**src/rtl/fetch_stage.sv**
```systemverilog
// fetch_stage
//   Instruction-fetch stage feeding the IF/ID register. Holds the program
//   counter, waits for a start request, then streams reads to a synchronous
//   instruction memory. Fetched words go to decode with their PCs. The stage
//   also handles decode stalls through a one-entry skid buffer, branch
//   redirects, and stopping on a HALT opcode.
//
// Ports
//   clk           in   rising-edge clock
//   rst           in   synchronous active-high reset
//   switchStart   in   start request, level-sampled while IDLE
//   stall         in   decode cannot accept; IF/ID holds
//   branch_taken  in   redirect fetch to branch_target this edge
//   branch_target in   redirect address
//   imem_addr     out  memory read address (= fetch_pc)
//   imem_rdata    in   word for the address presented in the previous cycle
//   instr_id      out  IF/ID instruction
//   pc_id         out  PC of instr_id
//   valid_id      out  instr_id is real (0 = bubble)
//   halted        out  stage is in HALT
//
// state | meaning
// IDLE  | waiting for switchStart, no fetches
// RUN   | fetching one word per cycle
// HALT  | HALT word reached decode; fetching stopped until rst

module fetch_stage #(
    parameter int          ADDR_W  = 10,
    parameter int          INSTR_W = 21,
    parameter logic [4:0]  HALT_OP = 5'b11111
) (
    input  logic               clk,
    input  logic               rst,
    input  logic               switchStart,
    input  logic               stall,
    input  logic               branch_taken,
    input  logic [ADDR_W-1:0]  branch_target,
    output logic [ADDR_W-1:0]  imem_addr,
    input  logic [INSTR_W-1:0] imem_rdata,
    output logic [INSTR_W-1:0] instr_id,
    output logic [ADDR_W-1:0]  pc_id,
    output logic               valid_id,
    output logic               halted
);

    typedef enum logic [1:0] {
        ST_IDLE = 2'd0,
        ST_RUN  = 2'd1,
        ST_HALT = 2'd2
    } state_t;

    state_t               state_q,      state_d;
    logic [ADDR_W-1:0]    fetch_pc_q,   fetch_pc_d;
    logic                 req_valid_q,  req_valid_d;
    logic [ADDR_W-1:0]    req_pc_q,     req_pc_d;
    logic                 hold_valid_q, hold_valid_d;
    logic [INSTR_W-1:0]   hold_instr_q, hold_instr_d;
    logic [ADDR_W-1:0]    hold_pc_q,    hold_pc_d;
    logic [INSTR_W-1:0]   instr_id_q,   instr_id_d;
    logic [ADDR_W-1:0]    pc_id_q,      pc_id_d;
    logic                 valid_id_q,   valid_id_d;
    logic                 halted_q,     halted_d;

    // Candidate word for IF/ID on an unstalled edge: skid buffer first,
    // then the word returning from memory.
    logic                 ld_valid;
    logic [INSTR_W-1:0]   ld_instr;
    logic [ADDR_W-1:0]    ld_pc;
    logic                 ld_halt;

    always_comb begin
        ld_valid = 1'b0;
        ld_instr = imem_rdata;
        ld_pc    = req_pc_q;
        if (hold_valid_q) begin
            ld_valid = 1'b1;
            ld_instr = hold_instr_q;
            ld_pc    = hold_pc_q;
        end else if (req_valid_q) begin
            ld_valid = 1'b1;
        end
        ld_halt = ld_valid && (ld_instr[INSTR_W-1 -: 5] == HALT_OP);
    end

    always_comb begin
        state_d      = state_q;
        fetch_pc_d   = fetch_pc_q;
        req_valid_d  = req_valid_q;
        req_pc_d     = req_pc_q;
        hold_valid_d = hold_valid_q;
        hold_instr_d = hold_instr_q;
        hold_pc_d    = hold_pc_q;
        instr_id_d   = instr_id_q;
        pc_id_d      = pc_id_q;
        valid_id_d   = valid_id_q;

        unique case (state_q)
            ST_IDLE: begin
                if (switchStart) begin
                    state_d = ST_RUN;
                end
            end

            ST_RUN: begin
                if (branch_taken) begin
                    // Everything fetched so far is wrong-path.
                    fetch_pc_d   = branch_target;
                    req_valid_d  = 1'b0;
                    hold_valid_d = 1'b0;
                    valid_id_d   = 1'b0;
                end else if (stall) begin
                    req_valid_d = 1'b0;
                    if (req_valid_q) begin
                        hold_valid_d = 1'b1;
                        hold_instr_d = imem_rdata;
                        hold_pc_d    = req_pc_q;
                    end
                end else begin
                    hold_valid_d = 1'b0;
                    if (ld_valid) begin
                        instr_id_d = ld_instr;
                        pc_id_d    = ld_pc;
                        valid_id_d = 1'b1;
                    end else begin
                        valid_id_d = 1'b0;
                    end

                    if (ld_halt) begin
                        state_d     = ST_HALT;
                        req_valid_d = 1'b0;
                    end else if (hold_valid_q) begin
                        // Draining the skid buffer: the memory output this
                        // cycle belongs to an address nobody requested, so the
                        // read at fetch_pc is relaunched on the next edge. This
                        // costs one bubble after a stall release.
                        req_valid_d = 1'b0;
                    end else begin
                        req_valid_d = 1'b1;
                        req_pc_d    = fetch_pc_q;
                        fetch_pc_d  = fetch_pc_q + ADDR_W'(1);
                    end
                end
            end

            ST_HALT: begin
                if (!stall) begin
                    valid_id_d = 1'b0;
                end
            end

            default: begin
                state_d = ST_IDLE;
            end
        endcase

        halted_d = (state_d == ST_HALT);
    end

    always_ff @(posedge clk) begin
        if (rst) begin
            state_q      <= ST_IDLE;
            fetch_pc_q   <= '0;
            req_valid_q  <= 1'b0;
            req_pc_q     <= '0;
            hold_valid_q <= 1'b0;
            hold_instr_q <= '0;
            hold_pc_q    <= '0;
            instr_id_q   <= '0;
            pc_id_q      <= '0;
            valid_id_q   <= 1'b0;
            halted_q     <= 1'b0;
        end else begin
            state_q      <= state_d;
            fetch_pc_q   <= fetch_pc_d;
            req_valid_q  <= req_valid_d;
            req_pc_q     <= req_pc_d;
            hold_valid_q <= hold_valid_d;
            hold_instr_q <= hold_instr_d;
            hold_pc_q    <= hold_pc_d;
            instr_id_q   <= instr_id_d;
            pc_id_q      <= pc_id_d;
            valid_id_q   <= valid_id_d;
            halted_q     <= halted_d;
        end
    end

    assign imem_addr = fetch_pc_q;
    assign instr_id  = instr_id_q;
    assign pc_id     = pc_id_q;
    assign valid_id  = valid_id_q;
    assign halted    = halted_q;

endmodule
```
**config.mk**
```make
export PLATFORM = sky130hd
export DESIGN_NAME = fetch_stage
export DESIGN_NICKNAME = d
export VERILOG_FILES = /design/src/rtl/fetch_stage.sv
export SDC_FILE = /design/constraint.sdc
export NUM_CORES = 1
export LEC_CHECK = 0
export ABC_AREA = 1
export CAP_MARGIN = 30
export CORE_MARGIN = 4
export CORE_UTILIZATION = 51
export DETAILED_ROUTE_END_ITERATION = 8
export GPL_TIMING_DRIVEN = 0
export PLACE_DENSITY = 0.8
export REMOVE_ABC_BUFFERS = 1
export SYNTH_ARGS = -nofsm -noshare
export SYNTH_HDL_FRONTEND = slang
export SYNTH_SLANG_ARGS = --single-unit
```
**constraint.sdc**
```tcl
create_clock -name clk -period 1.5 [get_ports clk]
set_input_delay 0.3 -clock clk [delete_from_list [all_inputs] [get_ports clk]]
set_output_delay 0.3 -clock clk [all_outputs]
set_load 0.01 [all_outputs]
```
==> impl_metrics.env <==
export IMPL_ys_types=31
export IMPL_synth_seq_area_share_pct=46.1
export IMPL_status="finished with violations"
export IMPL_grt_overflow_total=0
export IMPL_clock_skew_ns=0.0120
export IMPL_yosys_warnings=0
export IMPL_rsz0062_at_grt="yes"
export IMPL_dpl_instance_area_um2=4590
export IMPL_row_count=31
export IMPL_cts_made_buffers=9
export IMPL_fmaxAchievable_mhz=620
export IMPL_relSlewSlack_pct=56.2
export IMPL_syn_avg_cell_area_um2=7.14
export IMPL_period_share_pct=108
export IMPL_diodes=0
export IMPL_cts_hold_buf=0
export IMPL_htree_levels=3
export IMPL_antenna_found_initial=0
export IMPL_timing_final_ws_setup_ns=-0.113
export IMPL_hold_viol=0
export IMPL_syn_to_final_growth_pct=37.5
export IMPL_place_congestion=0.762
export IMPL_vias_per_cell=5.49
export IMPL_first_global_vias=3689
export IMPL_critical_path_max_fanout=7
export IMPL_dr_first_iter_drc_count=295
export IMPL_start_util_pct=52.7
export IMPL_hold_path_class="reg -> reg"
export IMPL_cts_buffer_depth=2
export IMPL_cp_required_ns=1.78
export IMPL_worst_pin_slew_ns=0.657
export IMPL_netlist_area_um2=3820
export IMPL_coreArea_um2=7250
export IMPL_ys_ff_latch=88
export IMPL_synth_cells=535
export IMPL_maxSlewViolCount=0
export IMPL_groute_usage_overall_pct=25.5
export IMPL_ir_worst_vdd_v=0.000419
export IMPL_setup_tns_ns=-3.28
export IMPL_drt_wl_total_um=11600
export IMPL_leakage_nw=2.33
export IMPL_grt_max_degree=51
export IMPL_cts_tree="yes"
export IMPL_grt_pass1_wl_um=18100
export IMPL_min_period_ns=1.61
export IMPL_drcViolationCount=0
export IMPL_first_pass_iters=5
export IMPL_cp_end_kind="flip-flop"
export IMPL_setup_violations_final=54
export IMPL_postRouteAntennaNets=0
export IMPL_path_class="reg -> reg"
export IMPL_vias=3992
export IMPL_final_cell_area_um2=5250
export IMPL_cp_start_kind="flip-flop"
export IMPL_fp_dieH_um=94.5
export IMPL_drive_gt1_share_pct=16.1
export IMPL_nFillCells=572
export IMPL_maxCapViolCount=0
export IMPL_arrival_ns=1.89
export IMPL_cts_root_buf="clkbuf_8"
export IMPL_p_per_area_nw_per_um2=894
export IMPL_whs_ns=0.467
export IMPL_place_ws_ns=-1.73
export IMPL_total_power_mw=4.70
export IMPL_post_drt_wl_per_cell_um=16.0
export IMPL_failed_checks="negative setup slack"
export IMPL_dieWidth_um=94.5
export IMPL_clk_pin_slew_ns=0.09
export IMPL_dp_hpwl_um=5810
export IMPL_cts_sinks=88
export IMPL_worstSkewPairLatency_ns=0.35
export IMPL_io_pins=79
export IMPL_nNetsFinal=661
export IMPL_dieArea_um2=8940
export IMPL_portBuffers=78
[what timing repair did]
item	in CTS	in global routing
gates resized for setup	101	16
endpoints found under the setup margin	131	77
setup buffers	20	3
gates cloned	7	2
pin swaps	20	10
endpoints found under the hold margin	0	0
[sequential cells by signal, summed over array words and instances (netlist names)]
name,flops
halted,1
hold_instr_q,21
hold_pc_q,10
hold_valid_q,1
imem_addr,10
instr_id,21
pc_id,10
req_pc_q,10
req_valid_q,1
state_q,2
valid_id,1
[cell usage after synthesis]
| library cell | instances | area share [%] |
|---|---|---|
| a211oi_1 | 1 | 0.20 |
| a21oi_1 | 23 | 3.0 |
| a21oi_2 | 2 | 0.46 |
| a31oi_1 | 27 | 4.4 |
| buf_1 | 2 | 0.20 |
| buf_2 | 13 | 1.7 |
| buf_6 | 3 | 0.88 |
| clkbuf_1 | 16 | 1.6 |
| clkinv_1 | 1 | 0.098 |
| dfxtp_1 | 88 | 46 |
| ha_1 | 1 | 0.33 |
| inv_1 | 33 | 3.2 |
| inv_2 | 5 | 0.49 |
| nand2_1 | 141 | 14 |
| nand2_2 | 2 | 0.33 |
| nand3_1 | 13 | 1.7 |
| nand3_2 | 1 | 0.26 |
| nand3_4 | 2 | 0.92 |
| nand4_1 | 7 | 1.1 |
| nor2_1 | 74 | 7.3 |
| nor2_2 | 2 | 0.33 |
| nor2_4 | 3 | 0.88 |
| o21a_1 | 2 | 0.39 |
| o21ai_0 | 57 | 7.5 |
| o21ai_1 | 6 | 0.79 |
| o21ai_2 | 1 | 0.23 |
| o221ai_1 | 2 | 0.46 |
| o31ai_1 | 1 | 0.20 |
| or2_1 | 1 | 0.16 |
| or2_2 | 4 | 0.65 |
| xnor2_1 | 1 | 0.23 |
[power breakdown]
| group | total, mW | leakage (nW) | internal [mW] | switching [mW] |
|---|---|---|---|---|
| Clock | 1.73 | 0.103 | 0.926 | 0.800 |
| Combinational | 0.538 | 1.51 | 0.242 | 0.296 |
| Sequential | 2.43 | 0.716 | 2.38 | 0.0504 |
| Total | 4.70 | 2.33 | 3.55 | 1.15 |
[routing by layer]
layer | GRT usage (%) | up-vias | wire, µm
met3 | 5.26 | 39 | 1060
met2 | 39.6 | 217 | 5490
met1 | 34.0 | 1807 | 4720
met5 | 0 | - | 0
met4 | 11.9 | 0 | 351
li1 | - | 1929 | -
[cell type report]
class / count / area [µm²] / share of cell area, %
clock buffers: 11 / 131 / 2.50
multi-input cells: 379 / 1930 / 36.7
repair buffers: 103 / 978 / 18.6
clock inverters: 4 / 70.1 / 1.33
inverters: 39 / 208 / 3.95
well taps: 99 / 124 / 2.36
repair inverters: 4 / 35.0 / 0.667
flip-flops and latches: 88 / 1780 / 33.8
[final timing paths]
kind,depth (start not counted),endpoint,slack (ns),start
min reg2reg,2,instr_id[9]$_SDFFE_PP0P_,0.47,hold_instr_q[9]$_SDFFE_PP0P_
min,2,instr_id[9]$_SDFFE_PP0P_,0.47,hold_instr_q[9]$_SDFFE_PP0P_
max,8,imem_addr[1]$_SDFFE_PP0P_,-0.11,hold_valid_q$_SDFFE_PP0P_
max reg2reg,8,imem_addr[1]$_SDFFE_PP0P_,-0.11,hold_valid_q$_SDFFE_PP0P_
[cell usage in the layout (no fill, tap or decap), types with 4 or more instances in the layout]
master,synthesis,final
clkdlybuf4s50_1,0,33
inv_1,33,32
buf_4,0,16
dfxtp_1,88,78
o21ai_1,6,10
dfxtp_2,0,9
nor2_1,74,73
nand2_2,2,14
or2_2,4,4
inv_6,0,5
nor2_4,3,5
clkbuf_8,0,9
dlygate4sd2_1,0,44
buf_6,3,5
nand3_1,13,12
nand3_4,2,7
nand2_1,141,125
a31oi_1,27,27
a21oi_1,23,23
o21ai_0,57,53
nand4_1,7,7
[cells by family after synthesis]
family | after synthesis | synth area share, %
buffers and inverters | 73 | 8.19
AO/OA/AOI/OAI | 122 | 17.6
AND/OR/NAND/NOR | 250 | 27.5
flip-flops | 88 | 46.1
XOR/XNOR | 1 | 0.229
adder cells (fa/ha/maj) | 1 | 0.327
[metrics by stage]
step / cells / utilization (%)
after floorplan: 501 / -
after global placement: 678 / 62.8
after detailed placement: 680 / 63.3
after CTS: 722 / 71.1
after global routing: 727 / 72.4
final: 727 / 72.4
[worst max-delay path, stage by stage (launching register included)]
cell     delay, ns
dfxtp_4       0.43
buf_6         0.14
or2_4         0.16
nand2_4       0.06
nor2_4        0.21
nand3_4       0.16
nand3_4       0.16
nand2_1       0.09
a21oi_2       0.12
Note: power is estimated with default switching activity, not from simulation.
